<file path="src/rtl/cpu_pkg.sv">
// Shared CPU definitions: opcodes seen by the control unit, fetch FSM encoding
// and the address-forming helpers used by the fetch stage.
package cpu_pkg;

  localparam logic [5:0] OP_RTYPE = 6'b000000;
  localparam logic [5:0] OP_J     = 6'b000010;
  localparam logic [5:0] OP_BNE   = 6'b000101;
  localparam logic [5:0] OP_SLTI  = 6'b001010;
  localparam logic [5:0] OP_LW    = 6'b100011;
  localparam logic [5:0] OP_SW    = 6'b101011;

  localparam logic [31:0] PC_STEP = 32'd4;

  typedef enum logic [1:0] {
    S_IDLE  = 2'b00,
    S_FETCH = 2'b01,
    S_ISSUE = 2'b10,
    S_HALT  = 2'b11
  } fetchStateT;

  // J-type target keeps the top nibble of the sequential address.
  function automatic logic [31:0] jumpTarget(input logic [31:0] pcPlus4, input logic [25:0] index);
    return {pcPlus4[31:28], index, 2'b00};
  endfunction

  function automatic logic [31:0] branchOffset(input logic [15:0] imm);
    return {{14{imm[15]}}, imm, 2'b00};
  endfunction

endpackage

</file>
<file path="src/rtl/instr_fetch_unit_if.sv">
// Instruction-memory read port: one outstanding word request, acknowledged
// by the memory in the cycle the data is valid.
interface instr_fetch_unit_if;

  logic        imem_req;
  logic [31:0] imem_addr;
  logic        imem_ack;
  logic [31:0] imem_rdata;

  modport master (
    output imem_req,
    output imem_addr,
    input  imem_ack,
    input  imem_rdata
  );

  modport slave (
    input  imem_req,
    input  imem_addr,
    output imem_ack,
    output imem_rdata
  );

endinterface

</file>
<file path="src/rtl/instr_fetch_unit_next_pc_calc.sv">
// Next-PC selection for the retiring instruction: jump beats branch beats
// sequential. Purely combinational.
module next_pc_calc
  import cpu_pkg::*;
(
  input  logic [31:0] pcPlus4,
  input  logic [25:0] instr,
  input  logic        jumpTaken,
  input  logic        branchTaken,
  output logic [31:0] nextPc
);

  // Priority select of the three candidate addresses.
  always_comb begin
    nextPc = pcPlus4;
    if (jumpTaken) begin
      nextPc = jumpTarget(pcPlus4, instr);
    end else if (branchTaken) begin
      nextPc = pcPlus4 + branchOffset(instr[15:0]);
    end else begin
      nextPc = pcPlus4;
    end
  end

endmodule

</file>
<file path="src/rtl/instr_fetch_unit.sv">
// Fetch stage: holds the PC, reads one instruction word at a time over the
// imem handshake and steps to the next PC when the instruction retires.
module instr_fetch_unit
  import cpu_pkg::*;
#(
  parameter logic [31:0] RESET_PC    = 32'h0000_0000,
  parameter int unsigned ACK_TIMEOUT = 16
) (
  input  logic               clock,
  input  logic               reset,
  instr_fetch_unit_if.master bus,
  output logic [31:0]        instr,
  output logic               instr_valid,
  input  logic               instr_done,
  input  logic               jump_taken,
  input  logic               branch_taken,
  output logic [31:0]        pc,
  output logic [31:0]        pc_plus4,
  output logic [31:0]        retired_cnt,
  output logic               fetch_err
);

  localparam int unsigned      CNT_W    = $clog2(ACK_TIMEOUT + 1);
  localparam logic [CNT_W-1:0] CNT_LAST = CNT_W'(ACK_TIMEOUT - 1);
  localparam logic [CNT_W-1:0] CNT_ONE  = CNT_W'(1);
  localparam logic [CNT_W-1:0] CNT_ZERO = CNT_W'(0);

  fetchStateT       stateR;
  fetchStateT       stateNextS;
  logic             reqR;
  logic             reqNextS;
  logic             validR;
  logic             validNextS;
  logic [CNT_W-1:0] countR;
  logic [31:0]      instrR;
  logic [31:0]      pcR;
  logic [31:0]      pcPlus4R;
  logic [31:0]      retiredCntR;
  logic             fetchErrR;
  logic [31:0]      nextPcS;
  logic             ackS;
  logic             retireS;
  logic             timeoutS;

  // Handshake qualifiers: ack only counts while a request is out, done only while issuing.
  assign ackS     = (stateR == S_FETCH) && reqR && bus.imem_ack;
  assign retireS  = (stateR == S_ISSUE) && validR && instr_done;
  assign timeoutS = (stateR == S_FETCH) && !ackS && (countR == CNT_LAST);

  next_pc_calc u_nextPcCalc (
    .pcPlus4    (pcPlus4R),
    .instr      (instrR[25:0]),
    .jumpTaken  (jump_taken),
    .branchTaken(branch_taken),
    .nextPc     (nextPcS)
  );

  // State register.
  always_ff @(posedge clock or posedge reset) begin
    if (reset) begin
      stateR <= S_IDLE;
    end else begin
      stateR <= stateNextS;
    end
  end

  // Next-state logic.
  always_comb begin
    stateNextS = stateR;
    case (stateR)
      S_IDLE:  stateNextS = S_FETCH;
      S_FETCH: begin
        if (ackS) begin
          stateNextS = S_ISSUE;
        end else if (timeoutS) begin
          stateNextS = S_HALT;
        end else begin
          stateNextS = S_FETCH;
        end
      end
      S_ISSUE: begin
        if (retireS) begin
          stateNextS = S_FETCH;
        end else begin
          stateNextS = S_ISSUE;
        end
      end
      S_HALT:  stateNextS = S_HALT;
      default: stateNextS = S_IDLE;
    endcase
  end

  // Output decode from the next state, so req/valid leave this block as flops.
  always_comb begin
    reqNextS   = 1'b0;
    validNextS = 1'b0;
    case (stateNextS)
      S_FETCH: reqNextS   = 1'b1;
      S_ISSUE: validNextS = 1'b1;
      S_IDLE:  reqNextS   = 1'b0;
      S_HALT:  validNextS = 1'b0;
      default: reqNextS   = 1'b0;
    endcase
  end

  // Handshake output registers.
  always_ff @(posedge clock or posedge reset) begin
    if (reset) begin
      reqR   <= 1'b0;
      validR <= 1'b0;
    end else begin
      reqR   <= reqNextS;
      validR <= validNextS;
    end
  end

  // Instruction capture and PC update on retirement.
  always_ff @(posedge clock or posedge reset) begin
    if (reset) begin
      instrR   <= 32'h0000_0000;
      pcR      <= RESET_PC;
      pcPlus4R <= RESET_PC + PC_STEP;
    end else begin
      if (ackS) begin
        instrR <= bus.imem_rdata;
      end
      if (retireS) begin
        pcR      <= nextPcS;
        pcPlus4R <= nextPcS + PC_STEP;
      end
    end
  end

  // Retire counter, ack timeout counter and the sticky error flag.
  always_ff @(posedge clock or posedge reset) begin
    if (reset) begin
      retiredCntR <= 32'h0000_0000;
      countR      <= CNT_ZERO;
      fetchErrR   <= 1'b0;
    end else begin
      if (retireS) begin
        retiredCntR <= retiredCntR + 32'd1;
        countR      <= CNT_ZERO;
      end else if ((stateR == S_FETCH) && !ackS) begin
        countR <= countR + CNT_ONE;
      end
      if (timeoutS) begin
        fetchErrR <= 1'b1;
      end
    end
  end

  assign bus.imem_req  = reqR;
  assign bus.imem_addr = pcR;
  assign instr         = instrR;
  assign instr_valid   = validR;
  assign pc            = pcR;
  assign pc_plus4      = pcPlus4R;
  assign retired_cnt   = retiredCntR;
  assign fetch_err     = fetchErrR;

endmodule
</file>
<file path="src/flat_wrapper.sv">
// flat-port wrapper written by rule: the top's interface ports become plain ports
module instr_fetch_unit_flat import cpu_pkg::*;
#(
  parameter logic [31:0] RESET_PC    = 32'h0000_0000,
  parameter int unsigned ACK_TIMEOUT = 16
)
  (clock, reset, instr, instr_valid, instr_done, jump_taken, branch_taken, pc, pc_plus4, retired_cnt, fetch_err, bus_imem_req, bus_imem_addr, bus_imem_ack, bus_imem_rdata);
  instr_fetch_unit_if bus_i ();
  input  logic clock;
  input  logic reset;
  output logic [31:0] instr;
  output logic instr_valid;
  input  logic instr_done;
  input  logic jump_taken;
  input  logic branch_taken;
  output logic [31:0] pc;
  output logic [31:0] pc_plus4;
  output logic [31:0] retired_cnt;
  output logic fetch_err;
  output wire logic [$bits(bus_i.imem_req)-1:0] bus_imem_req;
  output wire logic [$bits(bus_i.imem_addr)-1:0] bus_imem_addr;
  input wire logic [$bits(bus_i.imem_ack)-1:0] bus_imem_ack;
  input wire logic [$bits(bus_i.imem_rdata)-1:0] bus_imem_rdata;
  assign bus_imem_req = bus_i.imem_req;
  assign bus_imem_addr = bus_i.imem_addr;
  assign bus_i.imem_ack = bus_imem_ack;
  assign bus_i.imem_rdata = bus_imem_rdata;
  instr_fetch_unit #(.RESET_PC(RESET_PC), .ACK_TIMEOUT(ACK_TIMEOUT)) u_core (.clock(clock), .reset(reset), .bus(bus_i), .instr(instr), .instr_valid(instr_valid), .instr_done(instr_done), .jump_taken(jump_taken), .branch_taken(branch_taken), .pc(pc), .pc_plus4(pc_plus4), .retired_cnt(retired_cnt), .fetch_err(fetch_err));
endmodule
</file>
<file path="config.mk">
export PLATFORM = sky130hd
export DESIGN_NAME = instr_fetch_unit_flat
export DESIGN_NICKNAME = d
export VERILOG_FILES = /design/src/rtl/cpu_pkg.sv /design/src/rtl/instr_fetch_unit_if.sv /design/src/rtl/instr_fetch_unit_next_pc_calc.sv /design/src/rtl/instr_fetch_unit.sv /design/src/flat_wrapper.sv
export SDC_FILE = /design/constraint.sdc
export NUM_CORES = 1
export LEC_CHECK = 0
export BUFFER_PORTS_ARGS = -buffer_cell sky130_fd_sc_hd__buf_2
export CORE_AREA = 5 5 126 128
export CTS_BUF_LIST = sky130_fd_sc_hd__clkbuf_4 sky130_fd_sc_hd__clkbuf_8 sky130_fd_sc_hd__clkbuf_16
export CTS_CLUSTER_DIAMETER = 60
export DETAILED_ROUTE_END_ITERATION = 6
export DIE_AREA = 0 0 131 133
export GPL_ROUTABILITY_DRIVEN = 0
export MAX_ROUTING_LAYER = met4
export PLACE_DENSITY = 0.85
export SYNTH_ARGS = -nofsm -noshare
export SYNTH_HDL_FRONTEND = slang
export SYNTH_SLANG_ARGS = --single-unit
</file>
<file path="constraint.sdc">
create_clock -name clock -period 12 [get_ports clock]
set_clock_uncertainty 0.2 [all_clocks]
set_input_delay 2.4 -clock clock [delete_from_list [all_inputs] [get_ports clock]]
set_output_delay 2.4 -clock clock [all_outputs]
set_load 0.005 [all_outputs]
</file>
# After elaboration in Yosys (flattened, before gate mapping)
# Cells that the tools add are included.
# Widths: inputs -> output; s select.
[classes]
add_sub_neg = 4
n_mul = 0
div = 0
magnitude_cmp = 0
eq_ne = 6
n_shift = 0
muxes = 10
bitwise = 0
n_reduce_logical = 9
[op_table]
columns = ["cell", "n"]
rows = [
  ["$mux 32", 2],
  ["$add 32x1->32 const B", 1],
  ["$add 32x3->32 const B", 1],
  ["$add 32x32->32", 1],
  ["$mux 5", 2],
  ["$pmux 2 s4", 1],
  ["$eq 2x2->1 const B", 3],
  ["$logic_and 1x1->1", 6],
  ["$mux 2", 3],
  ["$add 5x1->5 const B", 1],
  ["$eq 5x4->1 const B", 1],
  ["$eq 2x1->1 const B", 2],
  ["$logic_not 2->1", 1],
  ["$mux 1", 2],
  ["$reduce_bool 2->1", 1],
  ["$logic_not 1->1", 1],
]
[word_totals]
register_bits = 138
latch_bits = 0
ramBits = 0
mem_bits_ro = 0
inputBits = 38
out_inout_bits = 163
n_memories = 0

# Longest topological paths before layout
# Gate-level depths: netlist of run 1.
[logic_depth]
ltp_word = 11
mapped_depth = 14
ltp_nobuf = 14

# Hierarchy
# Synthesis of run 1 repeated with hierarchy kept, for this count alone.
[hier_totals]
cells_unflattened = 912
area_unflattened_um2 = 8441.8
[by_module_without_submodules]
columns = ["mod", "n_inst", "cells_per_inst", "area_each_um2"]
rows = [
  ["instr_fetch_unit", 1, 575, 6137.1],
  ["next_pc_calc", 1, 337, 2304.7],
]

# Worst setup path after synthesis of run 1
# Ideal clock, no wire load.
[synth_path]
path_kind = "input port to flip-flop"
start = "input branch_taken"
end = "register u_core.pcPlus4R[30], in the netlist u_core.pc_plus4[30]"
arrival_ns = 4.859
t_required_ns = 11.668
slack_ns = 6.810
path_stages = 13
path_buffers = 1
path_cell_list = "buf_4 nor2_1 a211oi_1 a21oi_1 inv_1 ha_1 or3b_1 and4b_1 or4b_4 nand4b_4 nor3_2 xor2_1 o21ai_1"
[synth_between]
elab_chain_len = 3
[synth_lines]
columns = ["item", "line", "source"]
rows = [
  ["start: declaration", "flat_wrapper.sv:15", "input logic branch_taken;"],
  ["$mux 32", "instr_fetch_unit_next_pc_calc.sv:18", "end else if (branchTaken) begin"],
  ["$mux 32", "instr_fetch_unit_next_pc_calc.sv:16", "if (jumpTaken) begin"],
  ["via u_core.nextPcS[3]", "instr_fetch_unit.sv:40", "logic [31:0] nextPcS;"],
  ["$add 32x3->32", "instr_fetch_unit.sv:129", "pcPlus4R <= nextPcS + PC_STEP;"],
  ["end signal: assignment", "instr_fetch_unit.sv:122", "pcPlus4R <= RESET_PC + PC_STEP;"],
  ["end signal: assignment", "instr_fetch_unit.sv:129", ""],
  ["end: declaration", "instr_fetch_unit.sv:37", "logic [31:0] pcPlus4R;"],
]
# The timed path passes the listed nets, and every way through them passes these cells.
# A chain may end at the register's enable or synchronous reset.

# Worst setup path after layout of run 1
[layout_path]
start = "input jump_taken"
end = "register u_core.pcPlus4R[30], in the netlist u_core.pc_plus4[30]"
[layout_between]
elab_chain_len = 2
[layout_lines]
columns = ["item", "line", "source"]
rows = [
  ["start: declaration", "flat_wrapper.sv:14", "input logic jump_taken;"],
  ["$mux 32", "instr_fetch_unit_next_pc_calc.sv:16", ""],
  ["$add 32x3->32", "instr_fetch_unit.sv:129", ""],
]
# No other way between the ends.

==> flow_metrics.env, run 1 <==
export IMPL_clockPowerShare=0.233
export IMPL_vias=7476
export IMPL_p_leak_nw=4.923
export IMPL_area_growth_pct=17.32
export IMPL_synthArstFlopShare=1.000
export IMPL_synth_seq_cells=134
export IMPL_peakVddDrop_v=0.0001359
export IMPL_vias_per_cell=5.976
export IMPL_wl_met3_um=1869
export IMPL_worstPathCellList="buf_2 -> inv_1 -> o211ai_1 -> o21ai_1 -> or3b_1 -> and4b_1 -> or4b_4 -> nand4b_4 -> nor3_2 -> xor2_1 -> o21ai_1"
export IMPL_synth_flop_cell="dfrtp_1"
export IMPL_grt_pass1_wl_um=36960
export IMPL_hp_class="register to register"
export IMPL_p_per_area_nw_per_um2=246.6
export IMPL_die_width_um=131
export IMPL_path_delay_family="simple AND/OR/NAND/NOR gates"
export IMPL_cp_end_kind="register"
export IMPL_ant_nets=0
export IMPL_combPwrFrac=0.450
export IMPL_core_um2=14750
export IMPL_status="complete, but fails checks"
export IMPL_drive_gt1_frac=0.2728
export IMPL_start_util=0.5671
export IMPL_synth_warnings=0
export IMPL_min_from="u_core.fetch_err$_DFFE_PP0P_"
export IMPL_worstReg2RegStart="u_core.pc_plus4[2]$_DFFE_PP1P_"
export IMPL_setup_viol=0
export IMPL_io_pins=201
export IMPL_avgSynthCellArea_um2=9.223
export IMPL_hold_viol_final=0
export IMPL_hold_end="u_core.fetch_err$_DFFE_PP0P_"
export IMPL_fmax_ghz=0.1732
export IMPL_fin_util=0.6653
export IMPL_grt_max_degree=116
export IMPL_wl_met2_um=10730
export IMPL_path_buf_inv=2
export IMPL_syn_inst=907
export IMPL_holdPathStages=1
export IMPL_violations="DRC"
export IMPL_first_global_vias=7186
export IMPL_n_antenna_cell=0
export IMPL_p_switching_mw=1.014
export IMPL_clk_pin_slew_ns=0.06
export IMPL_rr_endpoint="u_core.pc_plus4[31]$_DFFE_PP0P_"
export IMPL_netlist_area_um2=8366
export IMPL_required_ns=12.07
export IMPL_drv_slew=0
export IMPL_r2r_cells=14
export IMPL_final_setup_tns_ns=0
export IMPL_cts_setup_buffers=0
export IMPL_post_cts_resized=0
export IMPL_worst_path_largest_cell_delay_ns=0.53
export IMPL_rsz0062_at_grt="false"
export IMPL_antenna_found_initial=0
export IMPL_crit_arrival_ns=5.84
export IMPL_startpoint_type="input port"
export IMPL_drv_cap=0
export IMPL_rows=45
export IMPL_cts_sinks=134
export IMPL_crit_top_cell="o21ai_1"
export IMPL_critPathMaxFanout=37
export IMPL_swShare=0.4192
export IMPL_cts_buffers=17
export IMPL_port_buffer_count=194
export IMPL_first_iter_violations=727
export IMPL_yosysSeqAreaShare=0.4010
export IMPL_drtPass1Iterations=7
export IMPL_min_period_ns=5.775
export IMPL_synth_cell_types=77
export IMPL_wl_met1_um=9369
export IMPL_synth_edf_count=0
export IMPL_clk_path_buf_depth=2
export IMPL_synth_area_top_cells="dfrtp_1 (40%), nand2_1 (5.7%), ha_1 (4.9%)"
export IMPL_worstMarginPinSlew_ns=1.076
export IMPL_highest_layer="met4"
export IMPL_cts_max_level=4
export IMPL_dp_hpwl_um=16380
export IMPL_routed_wl_um=22790
export IMPL_fin_crit_sh=0.4812
export IMPL_wl_per_cell_um=18.22
export IMPL_cp_slowest_cell="buf_2"
export IMPL_hold_buffers=0
export IMPL_total_power_mw=2.420
export IMPL_cts_tree="yes"
export IMPL_chipHeight_um=133
export IMPL_fin_nets=1123
export IMPL_yosysMostFrequentCell="dfrtp_1"
export IMPL_r2r_slack_ns=7.56
export IMPL_root_buffer="clkbuf_16"
export IMPL_yosys_area_top_type_share=0.3978
export IMPL_clk_latency_ns=0.43
export IMPL_overflow=0
export IMPL_drcViolationCount=24
export IMPL_critPathKind="input port to register"
export IMPL_grtUsageTotal=0.2733
export IMPL_p_int_mw=1.405
export IMPL_p_seq_frac=0.317
export IMPL_synthTopCellsByCount="dfrtp_1 (133), nand2_1 (127), o21ai_0 (57)"
export IMPL_die_area_um2=17420
export IMPL_relSlewSlack=0.2826
export IMPL_yosys_area_top_type="dfrtp_1"
## cell usage in the layout (no fill, tap or decap), drive strengths merged, types with 28 or more instances in the layout
master	n
buf	197
dfrtp	133
ha	33
inv	28
a21oi	35
xnor2	40
o21ai	77
nand2	127
mux2	36
nor2	56
## state kept, by name, indices dropped and copies added, names as in the netlist
register / cells
u_core.instr: 32
u_core.pc_plus4: 30
u_core.retired_cnt: 32
u_core.instr_valid: 1
u_core.bus.imem_req: 1
u_core.countR: 5
u_core.fetch_err: 1
u_core.stateR: 2
u_core.bus.imem_addr: 30
## layer usage
| layer | vias up | track usage |
|---|---|---|
| met5 | - | - |
| met4 | 0 | 0.1171 |
| met3 | 83 | 0.05813 |
| met2 | 393 | 0.4094 |
| met1 | 3528 | 0.3572 |
| li1 | 3472 | - |
## how the worst max path moves through the flow
stage | start | slack (ns) | to | cells after the start
2_1_floorplan | reset | 5.82 | u_core.bus.imem_addr[10]$_DFFE_PP0P_ | 1
3_3_place_gp | jump_taken | 6.00 | u_core.pc_plus4[30]$_DFFE_PP0P_ | 12
3_5_place_dp | jump_taken | 5.88 | u_core.pc_plus4[30]$_DFFE_PP0P_ | 12
4_1_cts | jump_taken | 6.30 | u_core.pc_plus4[30]$_DFFE_PP0P_ | 11
5_1_grt | jump_taken | 6.03 | u_core.pc_plus4[28]$_DFFE_PP0P_ | 11
6_report | jump_taken | 6.23 | u_core.pc_plus4[30]$_DFFE_PP0P_ | 11
## power by group through the flow
stage               Combinational (mW)  Clock [mW]  Sequential, mW
CTS                               1.08       0.571           0.763
finish                            1.09       0.564           0.767
detailed placement                1.06           0           0.769
floorplan                        0.753           0           0.736
global route                      1.20       0.594           0.787
global placement                  1.03           0           0.762
## through the flow
| stage | area (µm²) | instances | hold WS, ns | setup WS, ns |
|---|---|---|---|---|
| global placement | 9179 | 1220 | 0.2395 | 5.999 |
| CTS | 9814 | 1251 | 0.2584 | 6.297 |
| detailed placement | 9179 | 1220 | 0.2444 | 5.876 |
| finish | 9814 | 1251 | 0.2511 | 6.225 |
| floorplan | 8384 | 912 | 0.2510 | 5.819 |
| global route | 9814 | 1251 | 0.2821 | 6.031 |
## kinds of logic after synthesis
group,share of synthesized area
compound gates,0.1593
xor+xnor,0.07015
fa+ha+maj,0.05175
buf+inv,0.06551
flops,0.4010
mux,0.05728
other cells,0.0004483
simple gates,0.1946
## layout make-up
class / instances / area [µm²]
clock inverter: 13 / 196.4
multi-input combinational: 676 / 4497
fill: 1177 / 4937
timing repair buffer: 197 / 993.5
sequential: 134 / 3354
tap: 188 / 235.2
inverter: 25 / 98.84
clock buffer: 18 / 439.2
(Power assumes the default switching activity.)
==> inputs of run 2 (changes only) <==
--- a/config.mk
+++ b/config.mk
@@ -5,15 +5,16 @@
 export SDC_FILE = /design/constraint.sdc
 export NUM_CORES = 1
 export LEC_CHECK = 0
+export ABC_AREA = 1
 export BUFFER_PORTS_ARGS = -buffer_cell sky130_fd_sc_hd__buf_2
-export CORE_AREA = 5 5 126 128
+export CORE_AREA = 5 5 143 145
 export CTS_BUF_LIST = sky130_fd_sc_hd__clkbuf_4 sky130_fd_sc_hd__clkbuf_8 sky130_fd_sc_hd__clkbuf_16
 export CTS_CLUSTER_DIAMETER = 60
 export DETAILED_ROUTE_END_ITERATION = 6
-export DIE_AREA = 0 0 131 133
+export DIE_AREA = 0 0 148 150
 export GPL_ROUTABILITY_DRIVEN = 0
 export MAX_ROUTING_LAYER = met4
-export PLACE_DENSITY = 0.85
+export PLACE_DENSITY = 0.77
 export SYNTH_ARGS = -nofsm -noshare
 export SYNTH_HDL_FRONTEND = slang
 export SYNTH_SLANG_ARGS = --single-unit
==> constraint.sdc (replaced) <==
create_clock -name clock -period 4.8 [get_ports clock]
set_clock_uncertainty 0.2 [all_clocks]
set_input_delay 0.96 -clock clock [delete_from_list [all_inputs] [get_ports clock]]
set_output_delay 0.96 -clock clock [all_outputs]
set_load 0.005 [all_outputs]
==> flow_metrics.env, run 2 <==
export IMPL_yosysSeqAreaShare=0.3544
export IMPL_yosysMostFrequentCell="nand2_1"
export IMPL_grt_pass1_wl_um=44890
export IMPL_core_um2=19080
export IMPL_cts_buffers=17
export IMPL_routed_wl_um=27860
export IMPL_post_cts_resized=0
export IMPL_top_usage_layer="met2"
export IMPL_dp_hpwl_um=21370
export IMPL_path_buf_inv=2
export IMPL_hold_buffers=0
export IMPL_met2_usage=0.4074
export IMPL_start_util=0.4961
export IMPL_path_delay_family="simple AND/OR/NAND/NOR gates"
export IMPL_status="completed"
export IMPL_synthTopCellsByCount="nand2_1 (491), inv_1 (212), dfrtp_1 (133)"
export IMPL_chipHeight_um=150
export IMPL_p_per_area_nw_per_um2=238.1
export IMPL_total_power_mw=2.628
export IMPL_worstPathCellList="ha_1 -> inv_1 -> fa_1 -> nand2_1 -> o21ai_0 -> nand2_1 -> o21ai_0 -> inv_1 -> ha_1 -> nand2_2 -> nor2_2 -> nand2_2 -> nor2_4 -> nand3_2 -> nor2_4 -> nand3_1 -> nor2_2 -> xor2_1 -> nand2_1 -> nand2_1"
export IMPL_first_global_vias=9096
export IMPL_grt_max_degree=107
export IMPL_fmax_ghz=0.2772
export IMPL_rsz0062_at_grt="false"
export IMPL_ant_nets=0
export IMPL_cts_tree="yes"
export IMPL_mostFrequentLayoutCell="nand2_1"
export IMPL_rows=51
export IMPL_drive_gt1_frac=0.1799
export IMPL_drv_slew=0
export IMPL_synth_flop_cell="dfrtp_1"
export IMPL_synth_area_top_cells="dfrtp_1 (35%), nand2_1 (19%), inv_1 (8.4%)"
export IMPL_drtPass1Iterations=5
export IMPL_wl_per_cell_um=15.33
export IMPL_synth_seq_cells=134
export IMPL_required_ns=4.95
export IMPL_met1_usage=0.3288
export IMPL_die_area_um2=22200
export IMPL_hp_class="register to register"
export IMPL_drv_cap=0
export IMPL_clk_latency_ns=0.42
export IMPL_cp_end_kind="register"
export IMPL_overflow=0
export IMPL_synth_edf_count=0
export IMPL_peakVddDrop_v=0.0002081
export IMPL_area_growth_pct=16.62
export IMPL_relSlewSlack=0.3552
export IMPL_startpoint_type="register"
export IMPL_hold_viol_final=0
export IMPL_yosys_area_top_type_share=0.3516
export IMPL_port_buffer_count=194
export IMPL_final_setup_tns_ns=0
export IMPL_critPathMaxFanout=5
export IMPL_netlist_area_um2=9465
export IMPL_layout_common_cells="nand2_1 (491), inv_1 (211), buf_2 (194)"
export IMPL_syn_inst=1408
export IMPL_cp_slowest_cell="dfstp_2"
export IMPL_root_buffer="clkbuf_16"
export IMPL_p_leak_nw=6.610
export IMPL_setup_viol=0
export IMPL_drcViolationCount=0
export IMPL_avgSynthCellArea_um2=6.723
export IMPL_cts_max_level=4
export IMPL_die_width_um=148
export IMPL_fin_nets=1638
export IMPL_yosys_area_top_type="dfrtp_1"
export IMPL_clk_path_buf_depth=2
export IMPL_cts_setup_buffers=0
export IMPL_synth_warnings=0
export IMPL_crit_arrival_ns=3.76
export IMPL_io_pins=201
export IMPL_crit_top_cell="nand2_1"
export IMPL_critPathKind="register to register"
export IMPL_min_period_ns=3.608
export IMPL_grtUsageTotal=0.2591
export IMPL_worstMarginPinSlew_ns=0.9672
export IMPL_synthArstFlopShare=1.000
export IMPL_n_antenna_cell=0
export IMPL_met3_usage=0.04664
export IMPL_clk_pin_slew_ns=0.06
export IMPL_cts_sinks=134
export IMPL_first_iter_violations=811
export IMPL_synth_cell_types=47
export IMPL_vias=9525
export IMPL_worst_path_largest_cell_delay_ns=0.56
export IMPL_antenna_found_initial=0
export IMPL_fin_crit_sh=0.7516
export IMPL_vias_per_cell=5.242
[run 2: cell count changes after synthesis, sizes merged, moves of 11 or more]
cell,change
nand2,+375
inv,+192
nand3,+74
nor2,+70
mux2,-36
xnor2,-31
o21ai,-24
and3,-20
a21oi,+16
a211oi,-13
a21o,-12
nand2b,-11
[run 2: final timing paths]
check                                                      to  depth (start not counted)  slack (ns)                          startpoint
hold / removal             u_core.retired_cnt[31]$_DFFE_PP0P_                          1        0.27  u_core.retired_cnt[31]$_DFFE_PP0P_
hold reg to reg            u_core.retired_cnt[31]$_DFFE_PP0P_                          1        0.27  u_core.retired_cnt[31]$_DFFE_PP0P_
min in group asynchronous        u_core.fetch_err$_DFFE_PP0P_                          2        0.53                               reset
setup reg to reg              u_core.pc_plus4[18]$_DFFE_PP0P_                         20        1.19      u_core.pc_plus4[2]$_DFFE_PP1P_
max in group asynchronous        u_core.instr[17]$_DFFE_PP0P_                          3        2.86                               reset
setup / recovery              u_core.pc_plus4[18]$_DFFE_PP0P_                         20        1.19      u_core.pc_plus4[2]$_DFFE_PP1P_
[run 2: worst reg2reg max path, cell delays in order (launching register included)]
cell and delay (ns):
dfstp_2 0.56, ha_1 0.24, inv_1 0.08, fa_1 0.44, nand2_1 0.07, o21ai_0 0.10, nand2_1 0.10, o21ai_0 0.11
inv_1 0.12, ha_1 0.20, nand2_2 0.09, nor2_2 0.13, nand2_2 0.09, nor2_4 0.13, nand3_2 0.09, nor2_4 0.17
nand3_1 0.13, nor2_2 0.17, xor2_1 0.17, nand2_1 0.07, nand2_1 0.08
[run 2: layout make-up]
cell class / count / area, µm²
sequential: 134 / 3354
clock inverter: 13 / 173.9
inverter: 220 / 830.8
clock buffer: 19 / 446.7
timing repair buffer: 200 / 1016
tap: 238 / 297.8
fill: 1772 / 8041
multi-input combinational: 993 / 4918
[run 2: stage by stage]
step / setup slack (ns) / instances / cell area, µm² / hold slack [ns] / util
2_1_floorplan: 0.05890 / 1413 / 9484 / 0.2569 / -
3_3_place_gp: 1.109 / 1785 / 10420 / 0.2512 / 0.5460
3_5_place_dp: 0.9394 / 1785 / 10420 / 0.2601 / 0.5460
4_1_cts: 1.198 / 1817 / 11040 / 0.2729 / 0.5785
5_1_grt: 0.9274 / 1817 / 11040 / 0.3042 / 0.5785
6_report: 1.192 / 1817 / 11040 / 0.2730 / 0.5785
[run 2: cells by family (layout without fill, tap and decap cells)]
group                    Yosys count  count (layout)  synth area share
buffers and inverters            286             452            0.1293
multiplexers                       3               3          0.003173
flip-flops                       134             134            0.3544
XOR/XNOR                          37              37           0.03424
adder cells (fa/ha/maj)           34              34           0.04574
AO/OA/AOI/OAI                    116             116           0.06781
other                              1               6         0.0003962
AND/OR/NAND/NOR                  797             797            0.3650
[run 2: report_power, final]
part | internal (mW) | total, mW | switching, mW
sequential | 1.13 | 1.13 | 0
clock | 0.844 | 1.37 | 0.527
combinational | 0.0341 | 0.127 | 0.0931
[run 2: metal layers]
metal / vias to the layer above / share of wire
met1: 4372 / 0.43
met5: - / 0
met3: 86 / 0.075
met2: 388 / 0.46
li1: 4679 / -
met4: 0 / 0.040
